File: src/rtl/pe_pkg.sv
// Shared types, default parameters and arithmetic helpers for the systolic-array PE.
package pe_pkg;

   localparam int unsigned DEF_DATA_W = 16;
   localparam int unsigned DEF_ACC_W  = 40;
   localparam int unsigned DEF_SIGNED = 1;
   localparam int unsigned DEF_SAT    = 1;

   // Helpers work on a wide scratch vector; ACC_W must stay below MAX_W.
   localparam int unsigned MAX_W = 128;

   typedef logic [MAX_W-1:0] wide_t;

   typedef struct packed {
      logic v;
      logic first;
      logic last;
   } tag_t;

   typedef struct packed {
      logic  ovf;
      wide_t sum;
   } sat_res_t;

   function automatic wide_t width_mask(input int unsigned w);
      return (MAX_W'(1) << w) - MAX_W'(1);
   endfunction

   // Sign- or zero-extend the low w bits of x to the full scratch width.
   function automatic wide_t ext_prod(input wide_t x, input int unsigned w, input logic sgn);
      wide_t m   = width_mask(w);
      logic  msb = |((x >> (w - 1)) & MAX_W'(1));
      return (sgn && msb) ? (x | ~m) : (x & m);
   endfunction

   // w-bit add with overflow detect; clamps to the w-bit limits when sat is set.
   function automatic sat_res_t sat_add(input wide_t base, input wide_t addend,
                                        input int unsigned w, input logic sgn, input logic sat);
      wide_t    m    = width_mask(w);
      wide_t    full = ext_prod(base, w, sgn) + ext_prod(addend, w, sgn);
      wide_t    trnc = full & m;
      sat_res_t r;
      r.ovf = sgn ? (ext_prod(trnc, w, 1'b1) != full) : ((full & ~m) != '0);
      r.sum = trnc;
      if (sat && r.ovf) begin
         if (!sgn)
            r.sum = m;
         else if (full[MAX_W-1])
            r.sum = MAX_W'(1) << (w - 1);
         else
            r.sum = m >> 1;
      end
      return r;
   endfunction

endpackage

File: src/rtl/pe_mac_acc.sv
// Accumulate stage: per-tile accumulator with first/last framing and sticky overflow.
module pe_mac_acc
   import pe_pkg::*;
#(
   parameter int unsigned DATA_W = DEF_DATA_W,
   parameter int unsigned ACC_W  = DEF_ACC_W,
   parameter int unsigned SIGNED = DEF_SIGNED,
   parameter int unsigned SAT    = DEF_SAT
) (
   input  logic                  clk,
   input  logic                  rst,
   input  logic                  en,
   input  logic [2*DATA_W-1:0]   prod,
   input  tag_t                  tag,
   output logic [ACC_W-1:0]      acc,
   output logic [ACC_W-1:0]      sum_c,
   output logic                  ovf
);

   localparam int unsigned PROD_W = 2 * DATA_W;

   logic              seen;
   logic              eff_first_c;
   logic [ACC_W-1:0]  base_c;
   sat_res_t          res_c;
   logic [MAX_W-1:ACC_W] sum_hi_unused;

   // Until the first valid item after reset, every item opens a fresh tile.
   always_comb begin
      eff_first_c = tag.first | ~seen;
      base_c      = eff_first_c ? '0 : acc;
      res_c       = sat_add(MAX_W'(base_c), ext_prod(MAX_W'(prod), PROD_W, SIGNED != 0),
                            ACC_W, SIGNED != 0, SAT != 0);
      sum_c       = res_c.sum[ACC_W-1:0];
   end

   assign sum_hi_unused = res_c.sum[MAX_W-1:ACC_W];

   always_ff @(posedge clk) begin
      if (rst) begin
         acc  <= '0;
         ovf  <= 1'b0;
         seen <= 1'b0;
      end else if (en && tag.v) begin
         acc  <= sum_c;
         ovf  <= (eff_first_c ? 1'b0 : ovf) | res_c.ovf;
         seen <= 1'b1;
      end
   end

endmodule

File: src/rtl/pe_mac_pipe.sv
// Output-stationary systolic PE: operand pass-through, registered multiply,
// tile accumulation and a south-bound drain chain for finished results.
module pe_mac_pipe
   import pe_pkg::*;
#(
   parameter int unsigned DATA_W = DEF_DATA_W,
   parameter int unsigned ACC_W  = DEF_ACC_W,
   parameter int unsigned SIGNED = DEF_SIGNED,
   parameter int unsigned SAT    = DEF_SAT
) (
   input  logic              clk,
   input  logic              rst,
   input  logic              en,
   input  logic [DATA_W-1:0] a_in,
   input  logic [DATA_W-1:0] b_in,
   input  logic              v_in,
   input  logic              first_in,
   input  logic              last_in,
   output logic [DATA_W-1:0] a_out,
   output logic [DATA_W-1:0] b_out,
   output logic              v_out,
   output logic              first_out,
   output logic              last_out,
   input  logic [ACC_W-1:0]  c_in,
   input  logic              c_in_v,
   output logic [ACC_W-1:0]  c_out,
   output logic              c_out_v,
   output logic              ovf,
   output logic              err
);

   localparam int unsigned PROD_W = 2 * DATA_W;

   logic [PROD_W-1:0] prod_c;
   logic [PROD_W-1:0] prod_q;
   tag_t              tag_q;
   logic [ACC_W-1:0]  acc_unused;
   logic [ACC_W-1:0]  sum_c;
   logic [ACC_W-1:0]  hold_q;
   logic              hold_v;
   logic              tile_done_c;

   // Low PROD_W bits of the product of sign-extended operands give the signed result.
   always_comb begin
      if (SIGNED != 0)
         prod_c = PROD_W'($signed(a_in)) * PROD_W'($signed(b_in));
      else
         prod_c = PROD_W'(a_in) * PROD_W'(b_in);
   end

   always_ff @(posedge clk) begin
      if (rst) begin
         a_out     <= '0;
         b_out     <= '0;
         v_out     <= 1'b0;
         first_out <= 1'b0;
         last_out  <= 1'b0;
         prod_q    <= '0;
         tag_q     <= '0;
      end else if (en) begin
         a_out     <= a_in;
         b_out     <= b_in;
         v_out     <= v_in;
         first_out <= first_in;
         last_out  <= last_in;
         prod_q    <= prod_c;
         tag_q     <= '{v: v_in, first: first_in, last: last_in};
      end
   end

   pe_mac_acc #(
      .DATA_W (DATA_W),
      .ACC_W  (ACC_W),
      .SIGNED (SIGNED),
      .SAT    (SAT)
   ) u_acc (
      .clk   (clk),
      .rst   (rst),
      .en    (en),
      .prod  (prod_q),
      .tag   (tag_q),
      .acc   (acc_unused),
      .sum_c (sum_c),
      .ovf   (ovf)
   );

   assign tile_done_c = tag_q.v & tag_q.last;

   // Upstream results always win the drain slot; a held result is lost only
   // when a new one lands while the slot is still taken by c_in.
   always_ff @(posedge clk) begin
      if (rst) begin
         c_out   <= '0;
         c_out_v <= 1'b0;
         hold_q  <= '0;
         hold_v  <= 1'b0;
         err     <= 1'b0;
      end else if (en) begin
         if (c_in_v) begin
            c_out   <= c_in;
            c_out_v <= 1'b1;
         end else if (hold_v) begin
            c_out   <= hold_q;
            c_out_v <= 1'b1;
         end else begin
            c_out_v <= 1'b0;
         end

         if (tile_done_c) begin
            hold_q <= sum_c;
            hold_v <= 1'b1;
            if (hold_v && c_in_v)
               err <= 1'b1;
         end else if (hold_v && !c_in_v) begin
            hold_v <= 1'b0;
         end
      end
   end

endmodule

File: config.mk
export PLATFORM = sky130hd
export DESIGN_NAME = pe_mac_pipe
export DESIGN_NICKNAME = d
export VERILOG_FILES = /design/src/rtl/pe_pkg.sv /design/src/rtl/pe_mac_acc.sv /design/src/rtl/pe_mac_pipe.sv
export SDC_FILE = /design/constraint.sdc
export NUM_CORES = 1
export LEC_CHECK = 0
export ABC_AREA = 0
export BUFFER_PORTS_ARGS = -buffer_cell sky130_fd_sc_hd__buf_2
export CAP_MARGIN = 5
export CORE_MARGIN = 3
export CORE_UTILIZATION = 57
export CTS_CLUSTER_DIAMETER = 150
export DETAILED_ROUTE_END_ITERATION = 8
export GPL_ROUTABILITY_DRIVEN = 0
export GPL_TIMING_DRIVEN = 0
export PLACE_DENSITY_LB_ADDON = 0.12
export SLEW_MARGIN = 20
export SYNTH_ARGS = -nofsm -noshare
export SYNTH_HDL_FRONTEND = slang
export SYNTH_SLANG_ARGS = --single-unit
File: constraint.sdc
create_clock -name clk -period 6.95 [get_ports clk]
set_input_delay 1.39 -clock clk [delete_from_list [all_inputs] [get_ports clk]]
set_output_delay 1.39 -clock clk [all_outputs]
set_load 0.005 [all_outputs]
==> flow_summary.ini, run 1 <==
[status]
outcome = complete, no violations

[clocking]
cts.clk_slew.worst_paths_ps = 80
holdBufCountCts = 0
htreeDepth = 4
cts_tree = built
root_buffer = clkbuf_16
cts_made_buffers = 17
clk-insertion-delay-late_ps = 460
cts_buffer_depth = 2
clock_sinks = 192

[worst_setup_path]
crit_chain = buf_4, buf_8, and2_1, fa_1, inv_1, fa_2, fa_2, inv_1, fa_1, fa_1, inv_1, fa_1, inv_1, ha_4, nand2_2, nor2_2, a21bo_2, a311oi_4, nor2_4, a31oi_4, o21ai_2, o41ai_2, xor2_1, o22ai_1
arrival_ps = 7150
cp_max_fo = 9
r2r_start = tag_q[1]
worstSetupStartpointType = input pin
worstSetupPathType = in2reg
cp_slowest_cell = fa_2
ff2ff_setup_slack_ps = 470
crit_path_end_kind = flip-flop
startpoint = b_in[6]
critPathRequiredTime_ps = 7250
cpPeakStageDelay_ps = 550

[route]
dr.pass1.iters = 6
vias = 17355
routed_wl_um = 57080
vias_per_cell = 5.750
ant_nets = 0
initialDrtViolationCount = 1168
drc = 0
wire_per_inst_um = 18.91

[finish]
num_antenna_cells = 0
layout-area-overhead-vs-synth_pct = 14.70
final_layout_size_suffix_gt1_share_pct = 15.25
nets = 3033

[timing]
clock_skew_ps = 11.80
grt_setup_unrepaired = yes
fmax_ghz = 0.1460
tns_ps = 0
hold_viol = 0
fin_crit_ps = 6850
drv_slew = 0
worst_pin_slew_ps = 1125
slew_headroom_pct = 24.99
holdWs_ps = 461.5
fin_crit_sh_pct = 98.56
finalSetupViolCount = 0

[synth]
yosys.cell_types.count = 70
synth_seq_area_share_pct = 18.54
synth_area_mm2 = 0.02073
synth_flop_cell = dfxtp_1
yosys_warnings = 0
synth_edf_count = 0
synthesis.instances = 2342
syn_avg_cell_area_um2 = 8.851
syn-num-nets = 2831
yosys_register_bits = 192
async_flop_share_pct = 0

[die]
pin_count = 157
die_width_um = 196.7
die_h_um = 196.7
coreArea_mm2 = 0.03574
row_count = 69
fp.dieArea_mm2 = 0.03869
start_util_pct = 58.00

[placement]
hpwl_um = 45240
port_buffers = 151

[global_routing]
grt_first_pass_wirelength_um = 91710
grt_pass1_vias = 17804
grt_max_degree = 36
grtUsageTotal_pct = 29.88
overflow = 0
antenna_found_initial = 0

[min_path]
hp-start = prod_q[0]
hp-class = reg2reg

[pwr]
power.density_mw_per_mm2 = 580.5
power_leakage_nw = 11.09
max-vdd-ir-drop_uv = 915.4

[job]
cap_violations = 0
per-stage QoR:
stage          power [mW]  util (%)  cells  setup WS, ps  area, um^2
2_1_floorplan       8.554         -   2342        -2.920       20810
3_3_place_gp        10.22     61.95   2954         -1098       22140
3_5_place_dp        10.38     62.02   2955         -1135       22170
4_1_cts             12.34     64.67   2987       -0.1714       23110
5_1_grt             15.23     66.53   3018        -58.04       23780
6_report            13.80     66.53   3018         99.96       23780
cells in the mapped netlist, types with 7 or more instances:
cell	count	area (um^2)
o21a_1	8	60.06
o22ai_1	16	100.1
inv_1	343	1287
nand4_1	11	68.82
o21ai_0	42	210.2
clkbuf_1	95	356.6
buf_1	12	45.04
and3_1	8	50.05
a31oi_1	13	81.33
mux2i_1	95	950.9
nor3_1	33	165.2
a21oi_1	74	370.4
fa_1	288	5766
a211oi_1	80	600.6
nor2_1	266	998.5
buf_6	7	78.83
nand2_1	171	641.9
xnor2_1	45	394.1
dfxtp_1	192	3844
o211ai_1	9	67.56
nor4_1	8	50.05
a211oi_2	31	387.9
and2_1	173	1082
a311oi_1	8	70.07
a21o_1	46	345.3
xor2_1	25	219.0
nand3_1	21	105.1
ha_1	122	1526
nand2b_1	10	62.56
routing by layer:
layer / GRT usage (%) / part of all wire (%)
met5: 0 / 0
met4: 9.715 / 3.5
met3: 6.598 / 6.9
met2: 49.62 / 48
met1: 39.28 / 41
worst paths after layout:
kind | endpoint | cells after the start
worst max-delay path | prod_q[30] | 24
worst min-delay path | prod_q[0] | 2
worst max register to register | hold_q[32] | 20
worst min register to register | prod_q[0] | 2
power by group:
part	switching (mW)	internal [mW]	leakage [nW]
clock	0.508	0.487	0.269
combinational	6.16	5.33	9.25
sequential	0.0864	1.23	1.57
total	6.76	7.05	11.1
timing repair:
action,4_1_cts,5_1_grt
gates cloned,0,2
pin swaps,12,72
endpoints found under the setup margin,14,12
setup buffers,4,29
gates resized for setup,89,140
worst max-delay path, delay by kind of cell:
kind                     cells  cell delay [ps]
AO/OA/AOI/OAI                6             1320
XOR/XNOR                     1              190
adder cells (fa/ha/maj)      7             3260
buffers and inverters        6              560
AND/OR/NAND/NOR              4              410
cell families after synthesis:
group                    count (synthesis)  share of synthesized area, %
AND/OR/NAND/NOR                        731                         16.60
multiplexers                            95                         4.587
XOR/XNOR                                70                         2.958
adder cells (fa/ha/maj)                410                         35.18
flip-flops                             192                         18.54
buffers and inverters                  466                         8.752
AO/OA/AOI/OAI                          378                         13.39
cells in the final DEF (no fill, tap or decap), drive strengths merged, types with 6 or more instances in the layout:
master,synthesis,layout
mux2i,95,95
o22ai,17,17
clkbuf,96,89
xnor2,45,45
buf,26,234
nand2,171,171
xor2,25,25
nand4,11,11
o21a,8,8
fa,288,288
a311oi,8,8
nand3,21,21
nor2b,6,6
and3,8,8
a211oi,111,111
nand2b,10,10
o21ai,46,46
dfxtp,192,192
or3,7,7
clkinvlp,0,6
a21oi,76,76
a21o,46,46
o211ai,9,9
nor3,34,34
a31oi,13,13
o41ai,6,6
nor4,8,8
nor2,266,266
ha,122,122
inv,344,350
and2,174,174
final cells by class:
type	instances	area, um^2
Clock buffer	18	439.2
Sequential cell	192	3847
Fill cell	2960	11960
Tap cell	461	576.8
Inverter	344	1295
Multi-Input combinational cell	1684	15510
Timing Repair Buffer	187	1176
Buffer	118	790.8
Clock inverter	14	141.4
registers in the layout, indices dropped and copies added (netlist names):
name / count
err: 1
u_acc.seen: 1
c_out_v: 1
u_acc.acc: 40
u_acc.ovf: 1
prod_q: 32
a_out: 16
c_out: 40
hold_q: 40
tag_q: 3
hold_v: 1
b_out: 16
(Power assumes the default switching activity.)
==> run 2: changes to the inputs <==
--- a/config.mk
+++ b/config.mk
@@ -9,12 +9,11 @@
 export BUFFER_PORTS_ARGS = -buffer_cell sky130_fd_sc_hd__buf_2
 export CAP_MARGIN = 5
 export CORE_MARGIN = 3
-export CORE_UTILIZATION = 57
+export CORE_UTILIZATION = 40
 export CTS_CLUSTER_DIAMETER = 150
 export DETAILED_ROUTE_END_ITERATION = 8
 export GPL_ROUTABILITY_DRIVEN = 0
 export GPL_TIMING_DRIVEN = 0
-export PLACE_DENSITY_LB_ADDON = 0.12
 export SLEW_MARGIN = 20
 export SYNTH_ARGS = -nofsm -noshare
 export SYNTH_HDL_FRONTEND = slang
==> run 2 against run 1 <==
Clock power up 6%. Clock-buffer cell count down 1. Final cell count up 7.0%. Largest power group unchanged. Critical path type unchanged. Clock skew up 18 ps. Cell area up 1.5%.
==> flow_summary.ini, run 2 (same netlist as run 1, synthesis figures left out) <==
[status]
outcome = complete, no violations

[placement]
place_area_mm2 = 0.02243
port_buffers = 151
hpwl_um = 47400
dp_cells = 3166
pre_cts_ws_ps = -1235

[finish]
nets = 3032
layout-area-overhead-vs-synth_pct = 16.37
mostFrequentLayoutCell = inv_1
final_util_pct = 47.60
finalNonFillerCells = 3228
final_layout_size_suffix_gt1_share_pct = 15.26
nFillCells = 4898
reg_top3 = c_out (40), hold_q (40), u_acc.acc (40)
layout_common_cells = 334 x inv_1, 277 x fa_1, 256 x nor2_1
num_antenna_cells = 0
design_area_mm2 = 0.02412

[timing]
slew_headroom_pct = 23.69
fin_crit_sh_pct = 98.88
fin_crit_ps = 6872
holdWs_ps = 457.4
drv_slew = 0
clock_skew_ps = 29.57
finalSetupViolCount = 0
fmax_ghz = 0.1455
worst_pin_slew_ps = 1145
setup_ws_ps = 77.99
grt_setup_unrepaired = yes
hold_viol = 0

[clocking]
cts_tree = built
htreeDepth = 4
root_buffer = clkbuf_16
clock_sinks = 192
clk-insertion-delay-late_ps = 470
holdBufCountCts = 0
cts_made_buffers = 17
cts.clk_slew.worst_paths_ps = 80
cts_buffer_depth = 2

[route]
drc = 0
wire_per_inst_um = 18.17
ant_nets = 0
vias_per_cell = 5.290
dr.pass1.iters = 5
vias = 17077
initialDrtViolationCount = 906
routed_wl_um = 58660

[pwr]
p_sw_mw = 6.640
power_frac_comb_pct = 82.6
internal-power_mw = 6.953
max-vdd-ir-drop_uv = 811.3
swShare_pct = 48.85
clkPwrFrac_pct = 7.7
power_leakage_nw = 11.16
power_frac_seq_pct = 9.7
power.density_mw_per_mm2 = 563.5

[min_path]
hp-class = reg2reg
hp-start = u_acc.acc[39]

[worst_setup_path]
worstSetupStartpointType = input pin
arrival_ps = 7150
worstSetupPathType = in2reg
crit_path_end_kind = flip-flop
cp_max_fo = 7
startpoint = a_in[5]
r2r_start = u_acc.seen
critPathRequiredTime_ps = 7230

[die]
row_count = 82
die_h_um = 233.7
start_util_pct = 40.90
coreArea_mm2 = 0.05068
pin_count = 157
die_width_um = 233.7
fp.dieArea_mm2 = 0.05459

[global_routing]
grtUsageTotal_pct = 22.01
antenna_found_initial = 0
overflow = 0
grt_pass1_vias = 17630
grt_max_degree = 36
grt_first_pass_wirelength_um = 93650

[job]
cap_violations = 0
-- run 2: cell count changes in the layout (fill, tap and decap cells not counted), moves of 3 or more --
cell | before | now
buf_12 | 2 | 7
fa_1 | 273 | 277
fa_2 | 15 | 11
and2_1 | 171 | 168
buf_4 | 44 | 41
buf_8 | 20 | 17
clkinvlp_4 | 6 | 3
ha_4 | 14 | 11
-- run 2: area by class of cell --
cell class	instances	area (um^2)	area share, %
multi-input combinational	1684	15480	64.18
sequential	192	3847	15.95
inverter	344	1295	5.368
timing repair buffer	187	1254	5.197
tap	672	840.8	3.485
buffer	117	793.3	3.288
clock buffer	17	425.4	1.763
clock inverter	15	185.2	0.7676
-- run 2: path summary, 6_finish.rpt --
check,to,slack [ps],cells after the start
worst min-delay path,u_acc.acc[39],460,2
worst max register to register,hold_q[26],570,20
worst min register to register,u_acc.acc[39],460,2
worst max-delay path,prod_q[31],80,25
-- run 2: what timing repair did --
item | 4_1_cts | 5_1_grt
setup buffers | 4 | 29
gates resized for setup | 89 | 154
gates cloned | 0 | 2
pin swaps | 8 | 64
hold endpoints to repair | 0 | 0
endpoints found under the setup margin | 15 | 55
-- run 2: per-layer routing --
metal | track usage (%) | routed length, um
met1 | 28.19 | 24710
met2 | 37.68 | 28660
met3 | 4.524 | 3602
met4 | 6.083 | 1693
met5 | 0 | 0
-- run 2: power groups by stage --
stage	logic (mW)	clock network, mW	registers (mW)
floorplan	7.23	0	1.32
detailed placement	9.09	0	1.34
global route	12.6	1.11	1.33
finish	11.2	1.05	1.31
CTS	9.80	1.07	1.32
global placement	8.92	0	1.34
-- run 2: stage by stage --
stage / TNS, ps / power (mW)
2_1_floorplan: -2.920 / 8.554
3_3_place_gp: -12410 / 10.26
3_5_place_dp: -13830 / 10.43
4_1_cts: 0 / 12.19
5_1_grt: -212.5 / 15.01
6_report: 0 / 13.59
-- run 2: worst max-delay path: stages --
cell       delay, ps
buf_12           110
clkbuf_16        160
buf_4            130
and2_1           160
fa_1             490
inv_2             40
fa_2             460
fa_2             370
fa_1             530
inv_1             50
fa_1             570
inv_2             50
fa_1             560
inv_2             50
ha_4             310
o21ai_1          100
a31oi_1          220
o31ai_2          120
a21oi_2          220
nor3b_4          270
o21ai_2          130
o21ai_2          220
o41ai_2          110
o31ai_1          250
a41oi_1           70
==> run 3: changes to the inputs <==
--- a/config.mk
+++ b/config.mk
@@ -14,6 +14,7 @@
 export DETAILED_ROUTE_END_ITERATION = 8
 export GPL_ROUTABILITY_DRIVEN = 0
 export GPL_TIMING_DRIVEN = 0
+export MAX_ROUTING_LAYER = met4
 export SLEW_MARGIN = 20
 export SYNTH_ARGS = -nofsm -noshare
 export SYNTH_HDL_FRONTEND = slang
==> run 3 against run 2 <==
Critical path depth is 1 lower. Setup slack got worse by 1.3 ps. Clock power hardly changed. Highest routed layer unchanged. Critical endpoint unchanged. Largest power group unchanged. Critical path type unchanged. Via count down 0.18%. Non-clock buffer count up 2. Clock-buffer cell count did not move. Global-route usage is 0.65 points higher.
==> flow_summary.ini, run 3 (same netlist as run 1, synthesis figures left out) <==
[status]
outcome = complete, no violations

[worst_setup_path]
cp.buffers_inverters = 6
crit_chain = buf_4, buf_8, and2_1, fa_1, inv_1, fa_1, inv_1, fa_2, fa_2, fa_1, inv_1, fa_1, inv_2, ha_4, a211oi_2, a31oi_1, o31ai_2, a21oi_2, nor3b_4, o21ai_2, o21ai_2, o41ai_2, o31ai_1, a41oi_1
cpPeakStageDelay_ps = 600
worstSetupPathType = in2reg
cp_slowest_cell = fa_2
critPathRequiredTime_ps = 7230
arrival_ps = 7150
rr_worst_depth = 20
worstReg2RegEnd = hold_q[26]
critPathTopFamily = adder cells
ff2ff_setup_slack_ps = 570
r2r_start = u_acc.seen
cp_max_fo = 10
worst_path_most_repeated_cell = fa_1
crit_path_end_kind = flip-flop
worstSetupStartpointType = input pin

[die]
die_h_um = 233.7
row_count = 82
pin_count = 157
die_width_um = 233.7
coreArea_mm2 = 0.05068
fp.dieArea_mm2 = 0.05459
start_util_pct = 40.90

[finish]
layout_common_cells = 334 x inv_1, 277 x fa_1, 256 x nor2_1
finalNonFillerCells = 3230
multi_input_area_mm2 = 0.01548
final_layout_size_suffix_gt1_share_pct = 15.32
reg_top3 = c_out (40), hold_q (40), u_acc.acc (40)
nFillCells = 4897
final_util_pct = 47.63
num_antenna_cells = 0
mostFrequentLayoutCell = inv_1
seqCellArea_mm2 = 0.003847
layout-area-overhead-vs-synth_pct = 16.44
nets = 3034

[timing]
holdWs_ps = 454.9
fmax_ghz = 0.1455
clock_skew_ps = 30.22
fin_crit_ps = 6873
worst_pin_slew_ps = 1140
finalSetupViolCount = 0
slew_headroom_pct = 24.01
fin_crit_sh_pct = 98.90
drv_slew = 0
hold_viol = 0
grt_setup_unrepaired = yes

[placement]
port_buffers = 151
dp_cells = 3166
hpwl_um = 47400

[pwr]
power.density_mw_per_mm2 = 563.2
max-vdd-ir-drop_uv = 810.5
power_mw = 13.59
power_leakage_nw = 11.16

[route]
met3_length_um = 3435
vias = 17047
wl_met2_um = 28670
ant_nets = 0
wire_per_inst_um = 18.19
wl_met1_um = 24990
initialDrtViolationCount = 988
drc = 0
route.top_layer_used = met4
dr.pass1.iters = 5
routed_wl_um = 58760
vias_per_cell = 5.278

[clocking]
root_buffer = clkbuf_16
clock_sinks = 192
cts_buffer_depth = 2
cts.clk_slew.worst_paths_ps = 80
htreeDepth = 4
cts_made_buffers = 17
clk-insertion-delay-late_ps = 480
cts_tree = built

[global_routing]
grt_max_degree = 36
grt_pass1_vias = 17604
grtUsageTotal_pct = 22.66
antenna_found_initial = 0
overflow = 0
grt_first_pass_wirelength_um = 93670

[min_path]
hp-class = reg2reg
hold_depth = 2
min_delay_worst_endpoint = u_acc.acc[39]
hp-start = u_acc.acc[39]

[job]
cap_violations = 0
==> run 3: layout make-up <==
class                           instances  share of cell area, %
Timing Repair Buffer                  189                  5.256
Buffer                                117                  3.286
Clock buffer                           17                  1.762
Clock inverter                         15                 0.7672
Multi-Input combinational cell       1684                  64.14
Tap cell                              672                  3.483
Sequential cell                       192                  15.94
Inverter                              344                  5.365
==> run 3: report_power, final <==
group          switching, mW  internal [mW]  leakage, nW
Combinational           6.03           5.20         9.30
Sequential            0.0858           1.23         1.57
Clock                  0.527          0.520        0.293
Total                   6.64           6.95         11.2
==> run 3: metrics by stage <==
| step | setup TNS [ps] | instance area [um^2] | setup slack [ps] |
|---|---|---|---|
| 6_report | 0 | 24140 | 76.69 |
| 2_1_floorplan | -2.920 | 20810 | -2.920 |
| 3_3_place_gp | -12410 | 22410 | -1140 |
| 5_1_grt | -126.2 | 24140 | -105.6 |
| 3_5_place_dp | -13830 | 22430 | -1235 |
| 4_1_cts | 0 | 23380 | 1.871 |
==> run 3: routing by layer <==
metal	up-vias	track usage, %
li1	8014	-
met1	8536	28.21
met2	421	37.69
met3	76	4.524
met4	0	6.083
met5	-	-
==> run 3: tightest hold or removal path: cells and delay by family, from the launching register on <==
| kind | cells | cell delay (ps) |
|---|---|---|
| DFF | 1 | 310 |
| and+or+nand+nor | 1 | 50 |
| AOI/OAI and AO/OA | 1 | 50 |
==> run 3: worst max path at each step <==
| stage | startpoint | cells after the start | end | slack, ps |
|---|---|---|---|---|
| 5_1_grt | a_in[6] | 24 | prod_q[31] | -110 |
| 3_3_place_gp | a_in[9] | 23 | prod_q[31] | -1140 |
| 2_1_floorplan | b_in[5] | 23 | prod_q[31] | -3 |
| 3_5_place_dp | a_in[9] | 23 | prod_q[31] | -1230 |
| 6_report | a_in[3] | 24 | prod_q[31] | 80 |
| 4_1_cts | a_in[5] | 24 | prod_q[31] | 2 |
==> run 3: timing repair <==
item	CTS	global route
setup endpoints to repair	15	55
cloned	0	2
gates resized for setup	89	154
setup buffers	4	31
hold buffers	0	0
pin swaps	8	64
